--- config.mk ---
export PLATFORM = sky130hd
export DESIGN_NAME = present_test_sequencer
export DESIGN_NICKNAME = d
export VERILOG_FILES = /design/src/rtl/present_test_pkg.sv /design/src/rtl/present_sat_counter.sv /design/src/rtl/present_test_sequencer.sv
export SDC_FILE = /design/constraint.sdc
export NUM_CORES = 1
export LEC_CHECK = 0
export CORE_MARGIN = 2
export CORE_UTILIZATION = 52
export CTS_BUF_LIST = sky130_fd_sc_hd__clkbuf_8
export CTS_CLUSTER_DIAMETER = 100
export DETAILED_ROUTE_END_ITERATION = 8
export PLACE_DENSITY = 0.83
export SLEW_MARGIN = 20
export SYNTH_ARGS = -nofsm -noshare
export SYNTH_HDL_FRONTEND = slang
export SYNTH_SLANG_ARGS = --single-unit
--- constraint.sdc ---
create_clock -name sig_mstr_clk -period 3.9 [get_ports sig_mstr_clk]
set_input_delay 0.78 -clock sig_mstr_clk [delete_from_list [all_inputs] [get_ports sig_mstr_clk]]
set_output_delay 0.78 -clock sig_mstr_clk [all_outputs]
set_load 0.005 [all_outputs]
--- src/rtl/present_test_pkg.sv ---
// Shared types and defaults for the PRESENT test sequencer.
// Holds the FSM state encoding and the default select width and timeout.
package present_test_pkg;

   typedef enum logic [2:0] {
      ST_IDLE = 3'd0,
      ST_LOAD = 3'd1,
      ST_WAIT = 3'd2,
      ST_GAP  = 3'd3,
      ST_DONE = 3'd4
   } state_t;

   localparam int SEL_W_DEF   = 6;
   // Apparatus budget: four cycles per round is ample for one vector.
   localparam int ROUNDS      = 64;
   localparam int TIMEOUT_DEF = 4 * ROUNDS;

   // Timer must count up to the larger of the wait window and the gap length.
   function automatic int tmr_width(input int timeout, input int gap);
      int span;
      span = (timeout > gap) ? timeout : gap + 1;
      return $clog2(span + 1);
   endfunction

endpackage

--- src/rtl/present_sat_counter.sv ---
// Saturating up-counter with synchronous clear; clear wins over increment.
module present_sat_counter #(
   parameter int W = 8
) (
   input  logic         clk,
   input  logic         rst_n,
   input  logic         clr,
   input  logic         inc,
   output logic [W-1:0] cnt
);

   localparam logic [W-1:0] CNT_MAX = {W{1'b1}};

   logic [W-1:0] cnt_r;

   // Count register: holds at the all-ones value instead of wrapping.
   always_ff @(posedge clk or negedge rst_n) begin
      if (!rst_n) begin
         cnt_r <= {W{1'b0}};
      end else if (clr) begin
         cnt_r <= {W{1'b0}};
      end else if (inc && (cnt_r != CNT_MAX)) begin
         cnt_r <= cnt_r + W'(1);
      end else begin
         cnt_r <= cnt_r;
      end
   end

   assign cnt = cnt_r;

endmodule

--- src/rtl/present_test_sequencer.sv ---
// On-chip driver for the PRESENT test apparatus: steps vectors, pulses load, waits for valid.
// Optional macro SEQ_LOOP_EN: DONE lasts one cycle and the pass restarts until abort.
module present_test_sequencer
   import present_test_pkg::*;
#(
   parameter int NUM_SEQ    = 32,
   parameter int SEL_W      = SEL_W_DEF,
   parameter int TIMEOUT    = TIMEOUT_DEF,
   parameter int GAP_CYCLES = 2,
   parameter int CNT_W      = 8
) (
   input  logic             sig_mstr_clk,
   input  logic             sig_in_rst_n,
   input  logic             sig_in_start,
   input  logic             sig_in_abort,
   input  logic             sig_in_valid,
   output logic [SEL_W-1:0] seq_selected,
   output logic             sig_out_load,
   output logic             sig_out_busy,
   output logic             sig_out_done,
   output logic             sig_out_timeout,
   output logic [CNT_W-1:0] sig_out_pass_cnt,
   output logic [CNT_W-1:0] sig_out_tmo_cnt
);

   localparam int                 TMR_W    = tmr_width(TIMEOUT, GAP_CYCLES);
   localparam logic [TMR_W-1:0]   TMO_LAST = TMR_W'(TIMEOUT - 1);
   localparam logic [TMR_W-1:0]   GAP_LAST = TMR_W'((GAP_CYCLES > 0) ? GAP_CYCLES - 1 : 0);
   localparam logic [SEL_W-1:0]   SEL_LAST = SEL_W'(NUM_SEQ - 1);

   state_t             state_r, state_n;
   logic [SEL_W-1:0]   sel_r, sel_n;
   logic [TMR_W-1:0]   timer_r, timer_n;
   logic               tmo_flag_r, tmo_flag_n;
   logic               load_r, busy_r, done_r;
   logic               pass_inc_s, tmo_inc_s, cnt_clr_s;
   logic               seq_last_s;

   assign seq_last_s = (sel_r == SEL_LAST);

   // Next-state, select, timer and counter-strobe logic.
   always_comb begin
      state_n    = state_r;
      sel_n      = sel_r;
      timer_n    = timer_r;
      tmo_flag_n = tmo_flag_r;
      pass_inc_s = 1'b0;
      tmo_inc_s  = 1'b0;
      cnt_clr_s  = 1'b0;
      if (sig_in_abort) begin
         state_n = ST_IDLE;
         timer_n = {TMR_W{1'b0}};
      end else begin
         case (state_r)
            ST_IDLE: begin
               if (sig_in_start) begin
                  state_n    = ST_LOAD;
                  sel_n      = {SEL_W{1'b0}};
                  cnt_clr_s  = 1'b1;
                  tmo_flag_n = 1'b0;
               end else begin
                  state_n = ST_IDLE;
               end
            end
            ST_LOAD: begin
               state_n = ST_WAIT;
               timer_n = {TMR_W{1'b0}};
            end
            ST_WAIT: begin
               // Valid on the final timer cycle still counts as a pass.
               if (sig_in_valid || (timer_r == TMO_LAST)) begin
                  if (sig_in_valid) begin
                     pass_inc_s = 1'b1;
                  end else begin
                     tmo_inc_s  = 1'b1;
                     tmo_flag_n = 1'b1;
                  end
                  if (GAP_CYCLES == 0) begin
                     if (seq_last_s) begin
                        state_n = ST_DONE;
                     end else begin
                        state_n = ST_LOAD;
                        sel_n   = sel_r + SEL_W'(1);
                     end
                  end else begin
                     state_n = ST_GAP;
                     timer_n = {TMR_W{1'b0}};
                  end
               end else begin
                  timer_n = timer_r + TMR_W'(1);
               end
            end
            ST_GAP: begin
               if (timer_r == GAP_LAST) begin
                  if (seq_last_s) begin
                     state_n = ST_DONE;
                  end else begin
                     state_n = ST_LOAD;
                     sel_n   = sel_r + SEL_W'(1);
                  end
               end else begin
                  timer_n = timer_r + TMR_W'(1);
               end
            end
            ST_DONE: begin
`ifdef SEQ_LOOP_EN
               state_n = ST_LOAD;
               sel_n   = {SEL_W{1'b0}};
`else
               if (sig_in_start) begin
                  state_n    = ST_LOAD;
                  sel_n      = {SEL_W{1'b0}};
                  cnt_clr_s  = 1'b1;
                  tmo_flag_n = 1'b0;
               end else begin
                  state_n = ST_DONE;
               end
`endif
            end
            default: begin
               state_n = ST_IDLE;
            end
         endcase
      end
   end

   // State and registered outputs; strobes are derived from the next state.
   always_ff @(posedge sig_mstr_clk or negedge sig_in_rst_n) begin
      if (!sig_in_rst_n) begin
         state_r    <= ST_IDLE;
         sel_r      <= {SEL_W{1'b0}};
         timer_r    <= {TMR_W{1'b0}};
         tmo_flag_r <= 1'b0;
         load_r     <= 1'b0;
         busy_r     <= 1'b0;
         done_r     <= 1'b0;
      end else begin
         state_r    <= state_n;
         sel_r      <= sel_n;
         timer_r    <= timer_n;
         tmo_flag_r <= tmo_flag_n;
         load_r     <= (state_n == ST_LOAD);
         busy_r     <= (state_n == ST_LOAD) || (state_n == ST_WAIT) || (state_n == ST_GAP);
         done_r     <= (state_n == ST_DONE);
      end
   end

   present_sat_counter #(.W(CNT_W)) u_pass_cnt (
      .clk   (sig_mstr_clk),
      .rst_n (sig_in_rst_n),
      .clr   (cnt_clr_s),
      .inc   (pass_inc_s),
      .cnt   (sig_out_pass_cnt)
   );

   present_sat_counter #(.W(CNT_W)) u_tmo_cnt (
      .clk   (sig_mstr_clk),
      .rst_n (sig_in_rst_n),
      .clr   (cnt_clr_s),
      .inc   (tmo_inc_s),
      .cnt   (sig_out_tmo_cnt)
   );

   assign seq_selected    = sel_r;
   assign sig_out_load    = load_r;
   assign sig_out_busy    = busy_r;
   assign sig_out_done    = done_r;
   assign sig_out_timeout = tmo_flag_r;

endmodule

==> impl_metrics.toml <==
[grt]
grt_pass1_wl_um = 6910
grt_usage = 0.202
grt_start_max_net_pins = 39
antenna_found_initial = 0
grt_pass1_vias = 1508
gr-total-overflow = 0

[logic_synthesis]
synthCells = 206
synth_area_per_cell_um2 = 9.89
synth_seq_area_share = 0.467
synth_compound_area_frac = 0.156
ys.flop_type = "dfrtp_1"
syn_nets = 217
synth_top_family_by_area = "simple AND/OR/NAND/NOR gates"
synth.area.top_cells = "dfrtp_1 47%, nor2_1 4.6%, ha_1 3.7%"
ys_seq_elements = 38
synthMuxAreaShare = 0.0252
synthXorXnorAreaFrac = 0.0387
synth_area_mm2 = 0.00204
yosys.area.top_type = "dfrtp_1"
synth_fa_ha_area_frac = 0.0369
synth_warnings = 0
synth.most_common_cell = "dfrtp_1"
synth-simple-area-share = 0.249
netlist.area_leader.share = 0.467
ys_types = 56
synth_edf_count = 0
ys_top_cells_by_count = "38 x dfrtp_1, 25 x nor2_1, 13 x nand2_1, 13 x nand3_1, 11 x o21ai_0"
ys_async_sr_fraction = 1.00

[drt]
drtAntennaViolNets = 0
wirelength_um = 3970
vias_per_cell = 5.85
drt_iter0_drc = 127
drt-pass1-iter-count = 4
dr_total_vias = 1668
drc = 0
wl_per_cell_um = 13.9

[clock_tree]
cts_inserted_buffers = 5
path_clk_slew_ps = 70
ctsHoldBuffers = 0
htree_levels = 2
post-cts-setup-buffers = 0
cts_resized = 0
insertion_delay_ps = 290
cts_buffer_depth = 2
clock-sinks = 38
clock-root-buffer = "clkbuf_8"
cts_tree = "yes"

[run_status]
status = "complete, no violations"

[die]
ios = 31
fp.dieW_um = 66.6
die_area_mm2 = 0.00443
die_height_um = 66.6
coreArea_mm2 = 0.00372
initial_core_util = 0.548
rows = 22

[place]
routabilityCongestion = 0.825
postPlaceCellArea_mm2 = 0.00236
dp.cells = 277
io_buffers = 30
dp_hpwl_um = 2770

[worst_setup_path]
max_stage_delay_ps = 440
path_class = "flip-flop to flip-flop"
worst_r2r_endpoint = "seq_selected[0]"
end_kind = "flip-flop"
cp_common_cell = "and3_1"
cp_slowest_cell = "dfrtp_1"
reg2reg_depth = 10
cp-start-kind = "flip-flop"
path_max_fanout = 11
cp.arrival_ps = 3050
reg2reg_slack_ps = 1010
crit_buf_inv = 0
r2r-start = "timer_r[0]"
cp_data_required_time_ps = 4070
startpoint = "timer_r[0]"
critical_path.top_delay_family = "simple AND/OR/NAND/NOR gates"
cp_cell_sequence = "ha_1, and3_1, and3_1, and3_1, ha_1, or2_2, a21oi_1, o32a_1, nor2_1, mux2_1"

[min_path]
worst_hold_path.endpoint = "sig_out_timeout"
min_path_cells = 2
hold_path_class = "flip-flop to flip-flop"
min_from = "sig_out_timeout"

[sta]
fin_skew_ps = 8.26
tns_ps = 0
tightestPinTransition_ps = 935
setup_viol = 0
timing.final.crit_share = 0.740
rsz0062_at_grt = "no"
hold_viol = 0
relSlewSlack = 0.374
whs_ps = 507
fmax_mhz = 347
fin_crit_ps = 2890
finalMaxSlewViolations = 0

[cells_and_area]
drive_gt1_frac = 0.0886
num-nets-final = 247
area_delta_synth_final_pct = 20.3
antenna_cells = 0
fillers = 299
final_util = 0.660
final_area_mm2 = 0.00245
layoutNonFillerInstCount = 285

[pwr]
vdd_drop_max_mv = 0.203
power_density_mw_per_mm2 = 342
p_leak_nw = 1.05

[run]
cap_violations = 0
worst max path at each step:
stage | endpoint | slack, ps | depth (start not counted)
finish | seq_selected[0] | 1010 | 10
global placement | u_tmo_cnt.cnt[7] | 1070 | 6
CTS | seq_selected[0] | 1000 | 10
floorplan | seq_selected[0] | 1280 | 11
global route | seq_selected[0] | 800 | 10
detailed placement | u_tmo_cnt.cnt[7] | 1060 | 6
per-layer routing:
metal	wire (µm)	share of wire	GRT usage	vias to the layer above
li1	-	-	-	817
met1	1920	0.48	0.284	809
met2	1830	0.46	0.308	35
met3	161	0.041	0.0439	7
met4	59	0.015	0.0740	0
met5	0	0	0	-
power breakdown:
group | internal [mW] | switching [mW] | leakage, nW | total, mW
registers | 0.414 | 0.0253 | 0.524 | 0.439
logic | 0.0589 | 0.0623 | 0.477 | 0.121
clock network | 0.142 | 0.136 | 0.0472 | 0.278
kinds of logic after synthesis:
kind of cell / count (synthesis)
compound gates: 43
buf+inv: 12
flops: 38
mux: 5
simple gates: 93
xor+xnor: 9
fa+ha+maj: 6
layout by cell type (no fill, tap or decap), drive strengths merged, types with 3 or more instances in the layout:
cell type	n
ha	6
or2	3
nand3	14
or3	3
o31ai	4
dfrtp	38
mux2i	4
nor2	26
nand2	13
a311oi	3
and3	6
nor2b	4
or4	3
xnor2	6
o21ai	12
a31o	4
nor3	5
inv	5
a21oi	7
xor2	3
clkbuf	6
clkdlybuf4s50	29
flip-flops by register name (all words and copies together), names as in the netlist:
register	count
seq_selected	6
sig_out_busy	1
sig_out_done	1
sig_out_load	1
sig_out_timeout	1
state_r	3
timer_r	9
u_pass_cnt.cnt	8
u_tmo_cnt.cnt	8
layout make-up:
cell class              instances  area [µm²]  share of cell area
clock buffers                   6        82.6              0.0337
clock inverters                 2        12.5             0.00510
multi-input cells             156        1030               0.421
repair buffers                 30         295               0.120
well taps                      48        60.1              0.0245
inverters                       5        18.8             0.00766
flip-flops and latches         38         951               0.388
tightest hold or removal path, delay by kind of cell (launching register included):
family           cells  cell delay [ps]
DFF                  1              350
and+or+nand+nor      2              120
per-stage QoR:
stage               worst slack (ps)  power [mW]
global route                     797       0.886
floorplan                       1280       0.508
CTS                             1000       0.848
detailed placement              1060       0.569
global placement                1070       0.567
finish                          1010       0.838
Power figures use the tool's default switching activity.
